<file path="src/rtl/rx_eyeq_hs_ctrl.sv">
// rx_eyeq_hs_ctrl: multi-lane RX eyeq req/done handshake controller with timeout, abort and one response per command
module rx_eyeq_hs_ctrl #(
  parameter int N_LANES     = 4,
  parameter int MODE_W      = 4,
  parameter int RES_W       = 8,
  parameter int TO_W        = 16,
  parameter int TIMEOUT_CYC = 1000
) (
  input  logic                     clk,
  input  logic                     rst_n,
  input  logic                     cmd_valid,
  output logic                     cmd_ready,
  input  logic [MODE_W-1:0]        cmd_mode,
  input  logic [N_LANES-1:0]       cmd_lane_mask,
  input  logic [1:0]               rxpdwn,
  output logic [N_LANES-1:0]       rxeyeqreq,
  output logic [MODE_W-1:0]        rxeyeqmode,
  input  logic [N_LANES-1:0]       rxeyeqdone,
  input  logic [N_LANES*RES_W-1:0] rxeyeq,
  output logic                     rsp_valid,
  input  logic                     rsp_ready,
  output logic [1:0]               rsp_status,
  output logic [N_LANES-1:0]       rsp_done_mask,
  output logic [N_LANES*RES_W-1:0] rsp_result,
  output logic                     proto_err
);
  typedef enum logic [1:0] {IDLE, REQ, RELEASE, RSP} state_t;
  localparam logic [TO_W-1:0] TO_LIM = TO_W'(TIMEOUT_CYC);
  localparam logic [1:0] ST_OK = 2'b00, ST_TO = 2'b01, ST_AB = 2'b10, ST_BAD = 2'b11;
  state_t                   state_q, state_d;
  logic [TO_W-1:0]          cnt_q, cnt_d;
  logic [N_LANES-1:0]       mask_q, mask_d, req_q, req_d, dmask_q, dmask_d, done_prev_q;
  logic [N_LANES-1:0]       new_done, rise, fall;
  logic [MODE_W-1:0]        mode_q, mode_d;
  logic [N_LANES*RES_W-1:0] res_q, res_d;
  logic [1:0]               status_q, status_d;
  logic                     rsp_valid_q, rsp_valid_d, perr_q, perr_d, cmd_ready_q, cmd_ready_d, pdwn;
  assign cmd_ready     = cmd_ready_q;
  assign rxeyeqreq     = req_q;
  assign rxeyeqmode    = mode_q;
  assign rsp_valid     = rsp_valid_q;
  assign rsp_status    = status_q;
  assign rsp_done_mask = dmask_q;
  assign rsp_result    = res_q;
  assign proto_err     = perr_q;
  always_comb begin
    state_d     = state_q;
    cnt_d       = (cnt_q == '1) ? cnt_q : cnt_q + 1'b1;
    mask_d      = mask_q;
    req_d       = req_q;
    dmask_d     = dmask_q;
    mode_d      = mode_q;
    res_d       = res_q;
    status_d    = status_q;
    rsp_valid_d = rsp_valid_q;
    pdwn        = rxpdwn != 2'b00;
    new_done    = rxeyeqdone & req_q & ~dmask_q;
    rise        = rxeyeqdone & ~done_prev_q;
    fall        = done_prev_q & ~rxeyeqdone;
    case (state_q)
      IDLE: if (cmd_valid && cmd_ready_q) begin
        mask_d  = cmd_lane_mask;
        dmask_d = '0;
        res_d   = '0;
        cnt_d   = '0;
        if (cmd_lane_mask == '0) begin
          status_d    = ST_BAD;
          rsp_valid_d = 1'b1;
          state_d     = RSP;
        end else begin
          mode_d   = cmd_mode;
          req_d    = cmd_lane_mask & ~rxeyeqdone;
          status_d = ST_OK;
          state_d  = REQ;
        end
      end
      REQ: begin
        dmask_d = dmask_q | new_done;
        for (int i = 0; i < N_LANES; i++)
          res_d[i*RES_W +: RES_W] = new_done[i] ? rxeyeq[i*RES_W +: RES_W] : res_q[i*RES_W +: RES_W];
        req_d = req_q | (mask_q & ~rxeyeqdone & ~dmask_d);
        if (pdwn || dmask_d == mask_q || cnt_q >= TO_LIM) begin
          req_d    = '0;
          cnt_d    = '0;
          state_d  = RELEASE;
          status_d = pdwn ? ST_AB : (dmask_d == mask_q) ? ST_OK : ST_TO;
        end
      end
      RELEASE: if ((rxeyeqdone & mask_q) == '0 || cnt_q >= TO_LIM) begin
        state_d     = RSP;
        rsp_valid_d = 1'b1;
        if ((rxeyeqdone & mask_q) != '0 && status_q != ST_AB) status_d = ST_TO;
      end
      default: if (rsp_ready) begin
        rsp_valid_d = 1'b0;
        state_d     = IDLE;
      end
    endcase
    cmd_ready_d = (state_d == IDLE) && !pdwn && (rxeyeqdone == '0);
    // a done edge is only legal as a rise on a masked lane in REQ, or a fall once req has dropped
    perr_d = perr_q | (|(rise & ~((state_q == REQ) ? mask_q : '0))) | (|(fall & mask_q & req_q & dmask_q));
  end
  always_ff @(posedge clk or negedge rst_n) begin
    if (!rst_n) begin
      state_q     <= IDLE;
      cnt_q       <= '0;
      mask_q      <= '0;
      req_q       <= '0;
      dmask_q     <= '0;
      mode_q      <= '0;
      res_q       <= '0;
      status_q    <= '0;
      rsp_valid_q <= 1'b0;
      perr_q      <= 1'b0;
      cmd_ready_q <= 1'b0;
      done_prev_q <= '0;
    end else begin
      state_q     <= state_d;
      cnt_q       <= cnt_d;
      mask_q      <= mask_d;
      req_q       <= req_d;
      dmask_q     <= dmask_d;
      mode_q      <= mode_d;
      res_q       <= res_d;
      status_q    <= status_d;
      rsp_valid_q <= rsp_valid_d;
      perr_q      <= perr_d;
      cmd_ready_q <= cmd_ready_d;
      done_prev_q <= rxeyeqdone;
    end
  end
endmodule

</file>
<file path="config.mk">
export PLATFORM = sky130hd
export DESIGN_NAME = rx_eyeq_hs_ctrl
export DESIGN_NICKNAME = d
export VERILOG_FILES = /design/src/rtl/rx_eyeq_hs_ctrl.sv
export SDC_FILE = /design/constraint.sdc
export NUM_CORES = 1
export LEC_CHECK = 0
export BUFFER_PORTS_ARGS = -buffer_cell sky130_fd_sc_hd__buf_2
export CORE_MARGIN = 2
export CORE_UTILIZATION = 47
export CTS_CLUSTER_DIAMETER = 120
export DETAILED_ROUTE_END_ITERATION = 6
export MAX_ROUTING_LAYER = met4
export PLACE_DENSITY = 0.76
export SYNTH_ARGS = -nofsm -noshare
export SYNTH_HDL_FRONTEND = slang
export SYNTH_SLANG_ARGS = --single-unit
</file>
<file path="constraint.sdc">
create_clock -name clk -period 2.1 [get_ports clk]
set_clock_uncertainty 0.1 [all_clocks]
set_input_delay 0.42 -clock clk [delete_from_list [all_inputs] [get_ports clk]]
set_output_delay 0.42 -clock clk [all_outputs]
set_load 0.05 [all_outputs]
</file>
Yosys cells after proc, flatten, opt, wreduce, memory -nomap -nowiden
Index checks and enable logic that the tools add are counted.

Bits in registers: 75. Bits in latches: 0. RAM bits: 0. Memory bits (read-only): 0. Output and inout port bits: 49. Logic and storage cells: 121. Memories: 0.

$add $sub $neg: 1. Multipliers: 0. Divide/modulo/power cells: 0. $lt $le $gt $ge: 1. Eq/ne operators: 15. Shift operators: 0. Muxes and demuxes: 36. Bitwise logic cells: 23. Reductions and logical operators: 30.

Operators by type and width (count): 32-bit case mux with 2 select lines (1); 4-bit AND (12); 16-bit two-way mux (3); 32-bit two-way mux (1); 8-bit two-way mux (4); 16-bit case mux with 2 select lines (1); 2-bit two-way mux (11); 2-bit inequality test, second input constant (11); 4-bit two-way mux (5); 4-bit NOT (5); 3-bit AND reduction (6); 16-bit by 1-bit adder with 16-bit output, second input constant (1); 16-bit equality test, second input constant (1); 16-bit by 10-bit >= comparator with 1-bit output, second input constant (1); 4-bit case mux with 2 select lines (2); 4-bit zero test (3); 2-bit case mux with 3 select lines (2); 5-bit AND reduction (2); 4-bit bitwise OR (2); 4-bit OR reduction (2); 3-bit nonzero test (2); 1-bit two-way mux (5); 4-bit equality test (1); 1-bit logical AND (4); other kinds (11) (18).

Logic depth before layout (Yosys ltp)
Depth in word-level cells: 11. Gate-level depth with buffers: 9. Mapped depth without buffers: 8.

Least setup slack after synthesis
OpenSTA, ideal clock, no wires.

Kind: register to register. Start point: register req_q[1] (netlist: rxeyeqreq[1]). End point: register status_q[1] (netlist: rsp_status[1]). Data arrival time: 2.079 ns. Required time: 1.875 ns. Setup slack: -0.204 ns. Cell stages (with the launch flop): 7. Buffers on the path: 0. Clock period less this slack: 2.304 ns. Cells stage by stage: dfrtp_1 a21oi_1 xnor2_1 nor4_2 nor3_2 o21ai_1 mux2_2.

Word-level cells in the longest chain between the ends: 8.

Ends and longest elaborated chain: start, declared (line 32) `logic [N_LANES-1:0] mask_q, mask_d, req_q, req_d, dmask_q, dmask_d, done_prev_q;`; start signal, assigned (line 121) `req_q <= req_d;`; 4-bit AND (2 in a row) (line 57) `new_done = rxeyeqdone & req_q & ~dmask_q;`; 4-bit bitwise OR (line 78) `dmask_d = dmask_q | new_done;`; 4-bit equality test (line 82) `if (pdwn || dmask_d == mask_q || cnt_q >= TO_LIM) begin`; 1-bit logical OR (2 in a row) (line 82); 2-bit inequality test (no line); 5-bit AND reduction (no line); end signal, assigned (line 125) `status_q <= status_d;`; end, declared (line 36) `logic [1:0] status_q, status_d;`.

No other way between the ends. A chain may end at the register's enable or synchronous reset.

Worst setup path in the final report
Start point: register cnt_q[11]. End point: register state_q[0].

Word-level cells in the longest chain between the ends: 4. Elaborated cells between the ends (all ways): 6. Those cells by class: order compare: 1; mux: 3; reduce/logical: 2.

Ends and longest elaborated chain: start, declared (line 31) `logic [TO_W-1:0] cnt_q, cnt_d;`; start signal, assigned (line 119) `cnt_q <= cnt_d;`; 16-bit by 10-bit >= comparator with 1-bit output (*) (line 82, 89); 1-bit logical OR, on equally long branches (line 89, 82); 2-bit two-way mux, on equally long branches (line 89, 82); 2-bit case mux with 3 select lines (*) (line 60) `case (state_q)`; via state_d[0] (line 30) `state_t state_q, state_d;`; end signal, assigned (line 118) `state_q <= state_d;`; end, declared (line 30).

Mark *: on every way through the listed nets, which the timed path passes. The rest lies on a longest branch.

==> impl_summary.log <==
INFO  metric post_synth_fa_ha_maj_area_fraction = 2.046%
INFO  metric leakage = 0.002405 uW
INFO  metric required = 2.24 ns
INFO  metric critical_path_fanouts_max = 5
INFO  metric finalSetupTns = -1.641 ns
INFO  metric sw_ratio = 48.24%
INFO  metric cp_num_buf_inv = 0
INFO  metric clockRootBuffer = sky130_fd_sc_hd__clkbuf_8
INFO  metric clock_sink_count = 75
INFO  metric hold-path-cell-count = 2
INFO  metric synth_top_cell_area_share = 51.16%
INFO  metric largest_net_degree_at_the_start_of_global_routing = 41
INFO  metric global_route.usage.total = 24.03%
INFO  metric fillerInstances = 654
INFO  metric synth_top_family_by_area = simple AND/OR/NAND/NOR gates
INFO  metric layout.cell_area.non_filler = 4905 sq um
INFO  metric drt_wl_total = 9395 microns
INFO  metric postSynthAreaPerCell = 9.194 sq um
INFO  metric startpoint_type = flop
INFO  metric worst_hold_path_type = input pin to flop
INFO  metric layout_commonest_cell = sky130_fd_sc_hd__buf_2
INFO  metric synth_compound_gate_area_share = 14.32%
INFO  metric yosysSeqAreaShare = 51.16%
INFO  metric synth_mux_area_share = 3.308%
INFO  metric clkSlewWorstSetupHoldPaths = 0.08 ns
INFO  metric cellInternalPower = 3328 uW
INFO  metric critical-path-top-delay-family = simple AND/OR/NAND/NOR gates
INFO  metric htree_levels = 3
INFO  metric num-nets-final = 604
INFO  metric dieArea = 8528 sq um
INFO  metric vias_after_detailed_routing = 3498
INFO  metric critPathCaptureType = flop
INFO  metric rows = 32
INFO  metric critical_path_cell_count = 6
INFO  metric combPwrFrac = 49.3%
INFO  metric drv_slew = 0
INFO  metric dp_hpwl = 7057 microns
INFO  metric crit_type = flop to flop
INFO  metric insertedDiodeCount = 0
INFO  metric instances_no_fill = 655
INFO  metric die_width = 92.35 microns
INFO  metric dpl_cell_area = 4622 sq um
INFO  metric dieHeight = 92.35 microns
INFO  metric synth_to_layout_area_growth = 33.70%
INFO  metric final.setup.worst_slack = -0.2619 ns
INFO  metric crit_chain = or4_1 > a2111o_1 > nand2b_4 > a221o_1 > o211a_1 > or2_1
INFO  metric initial_utilization = 47.97%
INFO  metric critical-path-slowest-cell = sky130_fd_sc_hd__or4_1
INFO  metric ys_seq_elements = 75
INFO  metric total_switching_power = 3101 uW
INFO  metric gpl.final_weighted_congestion = 0.9380
INFO  metric netlist.top_cell.by_area = sky130_fd_sc_hd__dfrtp_1
INFO  metric rsz_0062_raised_after_global_routing = true
INFO  metric floorplan.io_pins = 99
INFO  metric syn-num-nets = 455
INFO  metric post_syn_instances = 399
INFO  metric grt_overflow_total = 0
INFO  metric number_of_antenna_violations_at_the_first_check_in_global_routing = 0
INFO  metric numPlacedInstances = 633
INFO  metric ctsLongestPathBuffers = 2
INFO  metric synthSimpleGateAreaFrac = 22.17%
INFO  metric layout_common_cells = 97 x sky130_fd_sc_hd__buf_2, 88 x sky130_fd_sc_hd__nand2_1, 67 x sky130_fd_sc_hd__dfrtp_1
INFO  metric area_of_the_core = 7647 sq um
INFO  metric firstDrtPassIters = 4
INFO  metric synth-xor-area-share = 3.342%
INFO  metric timing_worst_slew_pin_value = 0.5140 ns
INFO  metric timing.hold.ws = 0.1978 ns
INFO  metric report.final.hold_viol_count = 0
INFO  metric final_antenna_net_count = 0
INFO  metric yosys_warnings = 0
INFO  metric grt_pass1_wl = 15730 microns
INFO  metric drv.max_cap_violation_count = 0
INFO  metric drt_wl_cell = 14.34 microns
INFO  metric run_status = finished with violations
INFO  metric max_freq = 0.4234 GHz
INFO  metric netlist_cell_types = 46
INFO  metric drt_iter0_markers = 248
INFO  metric total_power_divided_by_cell_area = 1311 nW/um^2
INFO  metric routed_via_density = 5.340
INFO  metric peakVddDrop = 0.0004982 V
INFO  metric grt_pass1_vias = 3354
INFO  metric sequentialPowerShare = 33.2%
INFO  metric violations_in_the_final_reports = negative setup slack
INFO  metric crit_path_max_incr_delay = 0.51 ns
INFO  metric clock_power_share = 17.5%
INFO  metric synth.area.top_cells = sky130_fd_sc_hd__dfrtp_1 51%, sky130_fd_sc_hd__nand2_1 9.1%, sky130_fd_sc_hd__o21ai_0 6.8%
INFO  metric timing.slew.headroom = 65.73%
INFO  metric syn-cell-area = 3669 sq um
INFO  metric numCtsBuffers = 9
INFO  metric worst_ep_arrival_time = 2.50 ns
INFO  metric io_buffers = 98
INFO  metric post_route_cells_drive_above_1_share = 35.80%
INFO  metric report.final.setup_viol = 21
INFO  metric path_depth_of_the_worst_reg2reg_path = 6
INFO  metric finalWorstPathRequiredPeriod = 2.362 ns
INFO  metric post-place-ws = -0.2105 ns
INFO  metric final_min_period_over_clock_period = 112.5%
INFO  metric clk_latency = 0.35 ns
INFO  metric detail_route.drc_violations = 0
INFO  metric cts_tree = yes
layout make-up:
type                    instances  area, sq um  area share, %
multi-input cells             292         1685          34.36
clock inverters                 7        76.32          1.556
inverters                      17        63.81          1.301
clock buffers                   9        123.9          2.526
repair buffers                153        940.9          19.18
flip-flops and latches         75         1887          38.47
well taps                     102        127.6          2.602
layer usage:
metal	GRT usage (%)	vias to the layer above	part of all wire, %
li1	-	1674	-
met1	29.18	1636	41
met2	39.11	163	49
met3	4.882	25	7.7
met4	10.57	0	2.6
met5	-	-	0
cell families (layout without fill, tap and decap cells):
group	count (synthesis)	in the layout
buffers and inverters	32	186
DFF	75	75
xor gates and xnor gates	14	14
and+or+nand+nor	168	168
AOI/OAI and AO/OA	93	93
muxes	11	11
adders and majority gates	6	6
timing repair:
item / CTS / global route
resized for setup: 11 / 4
endpoints found under the hold margin: 37 / 0
setup endpoints to repair: 29 / 57
pin swaps: 3 / 2
setup buffers: 1 / 4
hold buffers: 1 / 0
state kept, by name, summed over array words and instances, names as in the netlist:
register and flops:
rsp_status 2, rsp_valid 1, proto_err 1, mask_q 4, rxeyeqmode 4, rxeyeqreq 4, cnt_q 16, cmd_ready 1
rsp_result 32, rsp_done_mask 4, state_q 2, done_prev_q 4
Yosys cell counts (all sizes together):
master   number
a2111o        1
a21boi        1
a21oi        19
a221o         1
a22oi         2
a311oi        2
a31oi         7
a41oi         2
and2          3
and4          4
and4b         1
buf           2
clkbuf       13
dfrtp        75
ha            6
inv          17
mux2          9
mux2i         2
nand2        89
nand2b        5
nand3         3
nand3b        5
nand4        10
nor2         26
nor2b         5
nor3          4
nor3b         2
nor4          6
o2111ai       1
o211a         1
o21a          2
o21ai        51
o22ai         3
or2           1
or3           2
or4           2
xnor2         6
xor2          8
per-stage QoR:
stage / util, % / total power, uW
2_1_floorplan: - / 4362
3_3_place_gp: 60.44 / 5195
3_5_place_dp: 60.44 / 5286
4_1_cts: 63.61 / 6441
5_1_grt: 64.14 / 6823
6_report: 64.14 / 6430
path summary, 6_finish.rpt:
check | start | to | slack [ns]
worst max-delay path | cnt_q[11]$_DFF_PN0_ | state_q[0]$_DFF_PN0_ | -0.26
worst min-delay path | cmd_mode[0] | rxeyeqmode[0]$_DFFE_PN0P_ | 0.20
worst max register to register | cnt_q[11]$_DFF_PN0_ | state_q[0]$_DFF_PN0_ | -0.26
worst min register to register | rsp_result[15]$_DFFE_PN0P_ | rsp_result[15]$_DFFE_PN0P_ | 0.38
max in group asynchronous | rst_n | rsp_result[26]$_DFFE_PN0P_ | 0.80
min in group asynchronous | rst_n | rsp_result[10]$_DFFE_PN0P_ | 0.47
power by group through the flow:
stage | Combinational, uW | Clock (uW) | Sequential (uW)
6_report | 3170 | 1130 | 2130
5_1_grt | 3410 | 1230 | 2190
4_1_cts | 3150 | 1150 | 2140
3_5_place_dp | 3120 | 0 | 2160
3_3_place_gp | 3060 | 0 | 2130
2_1_floorplan | 994 | 0 | 3370
No activity file was read; power rests on OpenSTA's default activity.
